--- src/rtl/ram_fifo_ctrl.sv ---
// ram_fifo_ctrl: FIFO controller in front of an external simple dual-port
// RAM (one write port A, one registered read port B, common clock).
// Words enter on s_*, go into the RAM and are read back through a
// two-entry output buffer that drives m_*. The RAM read latency is hidden
// by the buffer, so one word per cycle flows in and out.
//
// Optional feature: define RAM_FIFO_CNT_EN to add the registered fill_cnt
// output (RAM words + read in flight + buffered words).
module ram_fifo_ctrl #(
  parameter int DEPTH      = 2048,
  parameter int DATA_WIDTH = 12,
  parameter int ADDR_WIDTH = 11
) (
  input  logic                  clk,
  input  logic                  rst,
  input  logic                  s_valid,
  input  logic [DATA_WIDTH-1:0] s_data,
  output logic                  s_ready,
  output logic                  m_valid,
  output logic [DATA_WIDTH-1:0] m_data,
  input  logic                  m_ready,
  output logic                  ram_wea,
  output logic                  ram_ena,
  output logic [ADDR_WIDTH-1:0] ram_addra,
  output logic [DATA_WIDTH-1:0] ram_wr_dataa,
  output logic                  ram_enb,
  output logic [ADDR_WIDTH-1:0] ram_addrb,
  input  logic [DATA_WIDTH-1:0] ram_rd_datab
`ifdef RAM_FIFO_CNT_EN
  ,
  output logic [ADDR_WIDTH+1:0] fill_cnt
`endif
);

  localparam logic [ADDR_WIDTH:0] DEPTH_P = (ADDR_WIDTH+1)'(DEPTH);

  // Pointers carry one extra bit so that full (count == DEPTH) and empty
  // (count == 0) are distinguishable.
  logic [ADDR_WIDTH:0]   wr_ptr_q, wr_ptr_d;
  logic [ADDR_WIDTH:0]   rd_ptr_q, rd_ptr_d;
  logic [ADDR_WIDTH:0]   ram_cnt;

  // Output buffer: buf0 is always the oldest entry and feeds m_data.
  logic [DATA_WIDTH-1:0] buf0_q, buf0_d;
  logic [DATA_WIDTH-1:0] buf1_q, buf1_d;
  logic [1:0]            buf_cnt_q, buf_cnt_d;
  logic                  inflight_q, inflight_d;

  logic                  wr_fire;
  logic                  rd_fire;
  logic                  pop;
  logic [2:0]            slots_used;
  logic [2:0]            slots_limit;

  assign ram_cnt = wr_ptr_q - rd_ptr_q;

  // Handshakes; everything is held off while reset is asserted.
  assign s_ready = !rst && (ram_cnt < DEPTH_P);
  assign wr_fire = s_valid && s_ready;
  assign m_valid = !rst && (buf_cnt_q != 2'd0);
  assign m_data  = rst ? '0 : buf0_q;
  assign pop     = m_valid && m_ready;

  // A read may be issued only if its word is guaranteed a buffer slot on
  // arrival: entries + in-flight - pop < 2, rewritten without subtraction.
  assign slots_used  = {1'b0, buf_cnt_q} + {2'b00, inflight_q};
  assign slots_limit = 3'd2 + {2'b00, pop};
  assign rd_fire     = !rst && (ram_cnt != '0) && (slots_used < slots_limit);

  // RAM port drive; addresses and data are forced to zero when idle.
  assign ram_wea      = wr_fire;
  assign ram_ena      = wr_fire;
  assign ram_addra    = wr_fire ? wr_ptr_q[ADDR_WIDTH-1:0] : '0;
  assign ram_wr_dataa = wr_fire ? s_data : '0;
  assign ram_enb      = rd_fire;
  assign ram_addrb    = rd_fire ? rd_ptr_q[ADDR_WIDTH-1:0] : '0;

  // Pointer and in-flight next state; pointers wrap modulo 2*DEPTH.
  always_comb begin
    wr_ptr_d   = wr_ptr_q + {{ADDR_WIDTH{1'b0}}, wr_fire};
    rd_ptr_d   = rd_ptr_q + {{ADDR_WIDTH{1'b0}}, rd_fire};
    inflight_d = rd_fire;
  end

  // Output buffer next state: shift out on pop, then append returning data
  // behind whatever is left, so buf0 never changes while stalled.
  always_comb begin
    buf0_d    = buf0_q;
    buf1_d    = buf1_q;
    buf_cnt_d = buf_cnt_q;
    if (pop) begin
      buf0_d    = buf1_q;
      buf_cnt_d = buf_cnt_q - 2'd1;
    end
    if (inflight_q) begin
      if (buf_cnt_d == 2'd0) begin
        buf0_d = ram_rd_datab;
      end else begin
        buf1_d = ram_rd_datab;
      end
      buf_cnt_d = buf_cnt_d + 2'd1;
    end
  end

  // State registers; reset drops stored words and any read in flight.
  always_ff @(posedge clk) begin
    if (rst) begin
      wr_ptr_q   <= '0;
      rd_ptr_q   <= '0;
      inflight_q <= 1'b0;
      buf_cnt_q  <= 2'd0;
      buf0_q     <= '0;
      buf1_q     <= '0;
    end else begin
      wr_ptr_q   <= wr_ptr_d;
      rd_ptr_q   <= rd_ptr_d;
      inflight_q <= inflight_d;
      buf_cnt_q  <= buf_cnt_d;
      buf0_q     <= buf0_d;
      buf1_q     <= buf1_d;
    end
  end

`ifdef RAM_FIFO_CNT_EN
  logic [ADDR_WIDTH+1:0] fill_cnt_q, fill_cnt_d;
  logic [ADDR_WIDTH:0]   ram_cnt_d;

  // Total words held anywhere in the block, computed from next-state values.
  always_comb begin
    ram_cnt_d  = wr_ptr_d - rd_ptr_d;
    fill_cnt_d = {1'b0, ram_cnt_d}
               + {{(ADDR_WIDTH+1){1'b0}}, inflight_d}
               + {{ADDR_WIDTH{1'b0}}, buf_cnt_d};
  end

  // Registered fill count.
  always_ff @(posedge clk) begin
    if (rst) begin
      fill_cnt_q <= '0;
    end else begin
      fill_cnt_q <= fill_cnt_d;
    end
  end

  assign fill_cnt = fill_cnt_q;
`endif

endmodule

--- config.mk ---
export PLATFORM = sky130hd
export DESIGN_NAME = ram_fifo_ctrl
export DESIGN_NICKNAME = d
export VERILOG_FILES = /design/src/rtl/ram_fifo_ctrl.sv
export SDC_FILE = /design/constraint.sdc
export NUM_CORES = 1
export LEC_CHECK = 0
export ABC_CLOCK_PERIOD_IN_PS = 6800
export CAP_MARGIN = 20
export CELL_PAD_IN_SITES_DETAIL_PLACEMENT = 0
export CELL_PAD_IN_SITES_GLOBAL_PLACEMENT = 2
export CORE_ASPECT_RATIO = 0.75
export CORE_UTILIZATION = 30
export CTS_CLUSTER_DIAMETER = 100
export DETAILED_ROUTE_END_ITERATION = 10
export PLACE_DENSITY = 0.83
export SYNTH_ARGS = -nofsm -noshare
export SYNTH_HDL_FRONTEND = slang
export SYNTH_SLANG_ARGS = --single-unit
--- constraint.sdc ---
create_clock -name clk -period 6.8 [get_ports clk]
set_input_delay 1.02 -clock clk [delete_from_list [all_inputs] [get_ports clk]]
set_output_delay 1.02 -clock clk [all_outputs]
set_load 0.1 [all_outputs]
==> results of run 1 <==
[cell usage after synthesis, types with 2 or more instances]
master / n
dfxtp_1: 51
nand2_1: 45
nor2_1: 39
a21oi_1: 34
and2_1: 23
ha_1: 19
inv_1: 19
nor2b_1: 18
a211oi_1: 16
xnor2_1: 14
mux2i_1: 13
nand3_1: 10
o21ai_0: 10
clkbuf_1: 9
xor2_1: 7
nand2b_1: 6
and3_1: 5
buf_1: 5
buf_2: 5
nand4_1: 5
a21boi_0: 4
or3_1: 4
a21o_1: 3
nor3_1: 3
a31oi_1: 2
o211ai_1: 2
[sequential cells by signal, indices dropped and copies added (netlist names)]
| name | flops |
|---|---|
| buf_cnt_q | 2 |
| inflight_q | 1 |
| wr_ptr_q | 12 |
| rd_ptr_q | 12 |
| buf0_q | 12 |
| buf1_q | 12 |
[metrics by stage]
stage | hold slack [ns] | instance area, um^2 | worst slack [ns] | total power [mW] | cells
CTS | 0.4614 | 4155 | 1.301 | 1.579 | 599
finish | 0.4581 | 4167 | 1.636 | 1.565 | 600
global placement | 0.4429 | 4010 | 1.740 | 1.310 | 591
detailed placement | 0.4499 | 4010 | 1.652 | 1.319 | 591
floorplan | 0.4360 | 3166 | 0.5507 | 1.128 | 395
global route | 0.4767 | 4167 | 1.389 | 1.667 | 600
[report_power, final]
| part | internal [mW] | total [mW] | switching (mW) |
|---|---|---|---|
| Clock | 0.136 | 0.253 | 0.117 |
| Combinational | 0.278 | 0.899 | 0.621 |
| Sequential | 0.370 | 0.412 | 0.0423 |
[how the worst max path moves through the flow]
| stage | cells past startpoint | end | slack (ns) | from |
|---|---|---|---|---|
| finish | 10 | ram_addra[0] | 1.64 | rd_ptr_q[2] |
| CTS | 9 | ram_addra[0] | 1.30 | rd_ptr_q[2] |
| global route | 10 | ram_addra[0] | 1.39 | rd_ptr_q[2] |
| global placement | 9 | ram_addra[0] | 1.74 | rd_ptr_q[2] |
| detailed placement | 9 | ram_addra[0] | 1.65 | rd_ptr_q[2] |
| floorplan | 5 | ram_addrb[0] | 0.55 | rst |
[worst reg2reg max path, stage by stage, from the launching register on]
cell	delay, ns
dfxtp_1	0.48
inv_1	0.08
ha_1	0.34
o211a_1	0.24
o31ai_2	0.10
a21oi_2	0.14
or3_4	0.40
a2111oi_4	0.77
a21boi_0	0.28
ha_1	0.30
and3_1	0.27
nand4_1	0.15
xor2_1	0.16
nor2_1	0.05
[metal layers]
metal	vias to the layer above	wire (um)	GRT usage [%]	part of all wire, %
met5	-	0	0	0
met4	0	80	3.704	0.97
met3	7	446	3.643	5.4
met2	61	3299	22.13	40
met1	1333	4420	23.50	54
li1	1481	-	-	-
[cell families (layout without fill, tap and decap cells)]
family	after synthesis	after routing
buf+inv	41	110
xor+xnor	21	21
flops	51	51
compound gates	81	81
mux	13	13
simple gates	168	168
fa+ha+maj	20	20
[cell type report]
cell class / count / area share (%)
Timing Repair Buffer: 83 / 18.89
Clock buffer: 5 / 3.003
Multi-Input combinational cell: 303 / 47.33
Sequential cell: 51 / 24.50
Tap cell: 136 / 4.084
Inverter: 19 / 1.712
Clock inverter: 3 / 0.4805
==> metrics, run 1 <==
status completed; Leak between 1.5 and 2 nW; Sequential cell area 1021 um^2; CP most frequent cell ha_1; clock buffer depth 2; wire per inst 13.75 um; Post-Synth Simple-Gate Area 27.55%; final setup fails 0; Peak Freq roughly 190 MHz; asr flop ratio synth 0%; Die Ht 90.96 um; pwr dens between 300 and 400 nW/um^2; total gr overflow 0; max-cap viol count 0; Worst Max-Slew Pin Slew 1.003 ns; Critical Path Sink Type primary output; Syn Inst Count a little under 400; vias roughly 2900; CP Launch Type flop; number of antenna diodes 0; drt first pass iters 4; slowest CP cell clkdlybuf4s50_1; first-pass GRT wire length between 10000 and 15000 um; FF-to-FF Start rd_ptr_q[2]; commonest non-fill, non-tap cell in the layout clkdlybuf4s50_1; # hold bufs at CTS 0; Placer Congestion 0.7677; setup tns final 0 ns; synth top area cells dfxtp_1, ha_1, a21oi_1; Starting Density between 30% and 40%; Worst Hold Depth 2; H-Tree Depth 2; post-route ant nets 0; WP buf/inv 3; die area between 10000 and 15000 um^2; Chip Width between 100 and 150 um; synthesized area between 3000 and 4000 um^2; Mean Syn Cell Area approximately 8 um^2; share of layout cells above drive strength 1 between 7 and 8%; Adder-Cell Fraction of Synth Area under 10%; Post CTS Setup Buffer Count 0; number of synthesized flops with an enable pin 0; Row Count 32; Root Driver clkbuf_16; num ports slightly below 80; Tot GR Track Use 15.64%; # clock sinks just over 50; Critical R2R Capture rd_ptr_q[11]; Compound-Gate Fraction of Synth Area between 10% and 20%; main combinational cell family by area after synthesis simple AND/OR/NAND/NOR gates; Slew Limit Headroom approximately a third; nets around 510; family with the most delay on the worst path buffers and inverters; port bufs slightly below 80; Max IR drop VDD approximately 0.15 mV; commonest cells after routing, fill and taps aside clkdlybuf4s50_1, dfxtp_1, nand2_1, nor2_1, a21oi_1; Yosys cell types 50; register area share after synthesis 32.25%; area leader, netlist dfxtp_1; worst skew pair latency about 0.3 ns; setup skew after layout approximately 0.010 ns; CP Data Required Time 5.78 ns; Crit Path Class flop to primary output; Hold EP buf1_q[6]; multi-input logic area between 1500 and 2000 um^2; Hold Crit Class flop to flop; max incr delay on CP 1.15 ns; DR DRC count 0; CTS clk-pin slew, worst paths approximately 0.07 ns; mux contribution to synthesized area under 10%; Post-CTS Resized 0; Hold Path Origin buf1_q[6]; Area Overhead vs Synth 31.62%; Initial DRC Count roughly 150; total routed wirelength approximately 8000 um; Vias/cell around 4.8; final hold violation count 0; number of synthesized register bits 51; final core occ between 40% and 50%; CTS tree built; Final period util around three quarters; RSZ-0062 raised after global routing no; Slew Limit Fails 0; dpl hpwl 6051 um; post-synth top area share roughly a third; total core area between 10000 and 15000 um^2; largest net degree at the start of global routing 67; Post-Synth XOR/XNOR Area 5.810%; Filler cells 1045; ys flop type dfxtp_1; FF-to-FF path depth 13; crit path time final slightly above 5 ns; cts bufs inserted 5; Crit Path Max Fanout 14; Arr. time, crit path 4.14 ns; vias in the first global route 2672; R2R Setup Slk 2.93 ns; critical-path cell list inv_1, ha_1, o211a_1, o31ai_2, a21oi_2, o2111a_1, nor4b_4, buf_6, ha_1, clkdlybuf4s50_1; initial antenna violation count 0; Syn. warnings 0; Mapped Nets roughly 440
(Power assumes the default switching activity.)
==> inputs of run 2 (changes only) <==
- ABC_CLOCK_PERIOD_IN_PS: 6800 -> 4200
- CORE_UTILIZATION: 30 -> 25
- PLACE_DENSITY: 0.83 -> 0.74
- clock period: 6.8 -> 4.2 ns (I/O delays scaled with it)
==> run 2 against run 1 <==
- die area is 20% higher
- clock skew down 0.0053 ns
- global-route usage is 2.1 points lower
- clock power is 86% higher
- first-iteration DRC count decreased by 44%
- via count increased by 0.14%
- count of clock-buffer cells in the layout increased by 1
- sequential cell count unchanged
- sequential share of layout area is 2.6 points lower
- setup slack got worse by 1.3 ns
- combinational power grew 76%
- largest power group unchanged
==> metrics, run 2 (same netlist as run 1, synthesis figures left out) <==
status completed (unchanged); CP Launch Type flop (unchanged); CTS tree built (unchanged); Starting Density 25.72% (was 30.76%); pwr dens 584.6 nW/um^2 (was 375.6 nW/um^2); Final Cell Area 4657 um^2 (was 4167 um^2); slowest CP cell dfxtp_1 (was clkdlybuf4s50_1); Crit Path Max Fanout 12 (was 14); share of layout cells above drive strength 1 16.06% (was 7.759%); WP buf/inv 3 (unchanged); final hold violation count 0 (unchanged); Row Count 35 (was 32); Hold Path Origin buf1_q[11] (was buf1_q[6]); Post-DP Area 4483 um^2 (was 4010 um^2); crit path time final 3.854 ns; max-cap viol count 0 (unchanged); worst slack, placed 0.6441 ns (was 1.652 ns); number of antenna diodes 0 (unchanged); Slew Limit Headroom 35.13% (was 32.98%); Leak 1.780 nW (was 1.575 nW); FF-to-FF path depth 14 (was 13); largest net degree at the start of global routing 35 (was 67); Placer Congestion 0.7795 (was 0.7677); Vias/cell 4.559 (was 4.803); post-route ant nets 0 (unchanged); Hold Crit Class flop to flop (unchanged); vias in the first global route 2812 (was 2672); drt first pass iters 4 (unchanged); Peak Freq 259.5 MHz; commonest non-fill, non-tap cell in the layout dfxtp_1 (was clkdlybuf4s50_1); # hold bufs at CTS 0 (unchanged); Critical R2R Capture wr_ptr_q[6] (was rd_ptr_q[11]); commonest cells after routing, fill and taps aside dfxtp_1, nand2_1, nor2_1, buf_12, a21oi_1 (was clkdlybuf4s50_1, dfxtp_1, nand2_1, nor2_1, a21oi_1); Chip Width 131.9 um (was 120.6 um); Root Driver clkbuf_16 (unchanged); Hold EP buf1_q[11] (was buf1_q[6]); family with the most delay on the worst path compound AO/OA/AOI/OAI gates (was buffers and inverters); Die Ht 99.45 um (was 90.96 um); Max IR drop VDD 0.3313 mV (was 0.1453 mV); setup skew after layout 0.004932 ns (was 0.01028 ns); total core area 12310 um^2 (was 10290 um^2); Worst Max-Slew Pin Slew 0.9701 ns (was 1.003 ns); Arr. time, crit path 3.22 ns (was 4.14 ns); Worst Hold Depth 2 (unchanged); wire per inst 13.62 um (was 13.75 um); first-pass GRT wire length 14280 um (was 13500 um); worst skew pair latency 0.28 ns (was 0.30 ns); critical-path cell list inv_1, ha_1, nor2b_4, o31ai_2, a21oi_2, or3_4, a2111oi_4, buf_4, a21boi_4, ha_2, buf_12 (was inv_1, ha_1, o211a_1, o31ai_2, a21oi_2, o2111a_1, nor4b_4, buf_6, ha_1, clkdlybuf4s50_1); die area 13120 um^2 (was 10970 um^2); FF-to-FF Start rd_ptr_q[1] (was rd_ptr_q[2]); H-Tree Depth 2 (unchanged); Final period util 91.76%; dpl hpwl 6564 um (was 6051 um); # clock sinks 51 (unchanged); Tot GR Track Use 13.56% (was 15.64%); initial antenna violation count 0 (unchanged); RSZ-0062 raised after global routing no (unchanged); Crit Path Class flop to primary output (unchanged); clock buffer depth 2 (unchanged); Slew Limit Fails 0 (unchanged); final setup fails 0 (unchanged); Post CTS Setup Buffer Count 0 (unchanged); Critical Path Sink Type primary output (unchanged); max incr delay on CP 0.44 ns (was 1.15 ns); DR DRC count 0 (unchanged); cts bufs inserted 5 (unchanged); nets 514 (was 511); R2R Setup Slk 0.68 ns (was 2.93 ns); CTS clk-pin slew, worst paths 0.07 ns (about the same); post-route setup slack 0.3460 ns (was 1.636 ns); port bufs 78 (unchanged); Total Power 2.722 mW (was 1.565 mW); Post-CTS Resized 0 (unchanged); CP Data Required Time 3.57 ns (was 5.78 ns); total routed wirelength 8624 um (was 8247 um); num ports 79 (unchanged); total gr overflow 0 (unchanged); Area Overhead vs Synth 47.11% (was 31.62%); vias 2886 (was 2882); Initial DRC Count 85 (was 153)
## run 2: changes by cell type in the layout (fill, tap and decap cells not counted), sizes merged
cell / delta
buf: +35
clkinvlp: -2
clkdlybuf4s50: -32
bufinv: +1
clkbuf: +1
## run 2: power breakdown
| part | internal, mW | leakage (nW) | total (mW) | switching [mW] |
|---|---|---|---|---|
| clock network | 0.296 | 0.0868 | 0.471 | 0.174 |
| registers | 0.599 | 0.415 | 0.671 | 0.0714 |
| logic | 0.543 | 1.28 | 1.58 | 1.04 |
| total | 1.44 | 1.78 | 2.72 | 1.28 |
## run 2: how the worst max path moves through the flow
stage	from	end	cells past startpoint
after floorplan	rd_ptr_q[2]	s_ready	8
after global routing	rd_ptr_q[1]	ram_addrb[0]	11
after global placement	rd_ptr_q[1]	ram_addrb[0]	11
after CTS	rd_ptr_q[1]	ram_addrb[0]	11
final	rd_ptr_q[1]	ram_addrb[0]	11
after detailed placement	rd_ptr_q[1]	ram_addrb[0]	11
## run 2: final cells by class
class | count | area, um^2
Clock inverter | 2 | 35.03
Tap cell | 166 | 207.7
Inverter | 19 | 71.32
Fill cell | 1249 | 7649
Timing Repair Buffer | 86 | 1189
Sequential cell | 51 | 1021
Clock buffer | 6 | 138.9
Multi-Input combinational cell | 303 | 1994
## run 2: per-stage QoR
stage	hold slack [ns]	utilization [%]	std cells	TNS, ns
after floorplan	0.4360	-	395	-0.1537
after global placement	0.4411	36.43	625	0
after detailed placement	0.4501	36.43	625	0
after CTS	0.4601	37.84	633	0
after global routing	0.4781	37.84	633	0
final	0.4587	37.84	633	0
## run 2: worst register-to-register path, delay by kind of cell, from the launching register on
family	cells	cell delay, ns
adder cells (fa/ha/maj)	3	0.82
XOR/XNOR	1	0.14
flip-flops	1	0.44
AND/OR/NAND/NOR	5	0.77
AO/OA/AOI/OAI	3	0.86
buffers and inverters	2	0.38
## run 2: layer usage
metal,share of wire [%],vias up,global-route usage (%)
met1,52,1334,19.10
li1,-,1487,-
met5,0,-,0
met3,4.4,5,2.956
met4,0.61,0,2.683
met2,43,60,21.20
==> inputs of run 3 (changes only) <==
- CTS_CLUSTER_SIZE: unset -> 12
==> results of run 3 <==
Same layout as run 2: the final DEF is identical, and so are final timing and power.
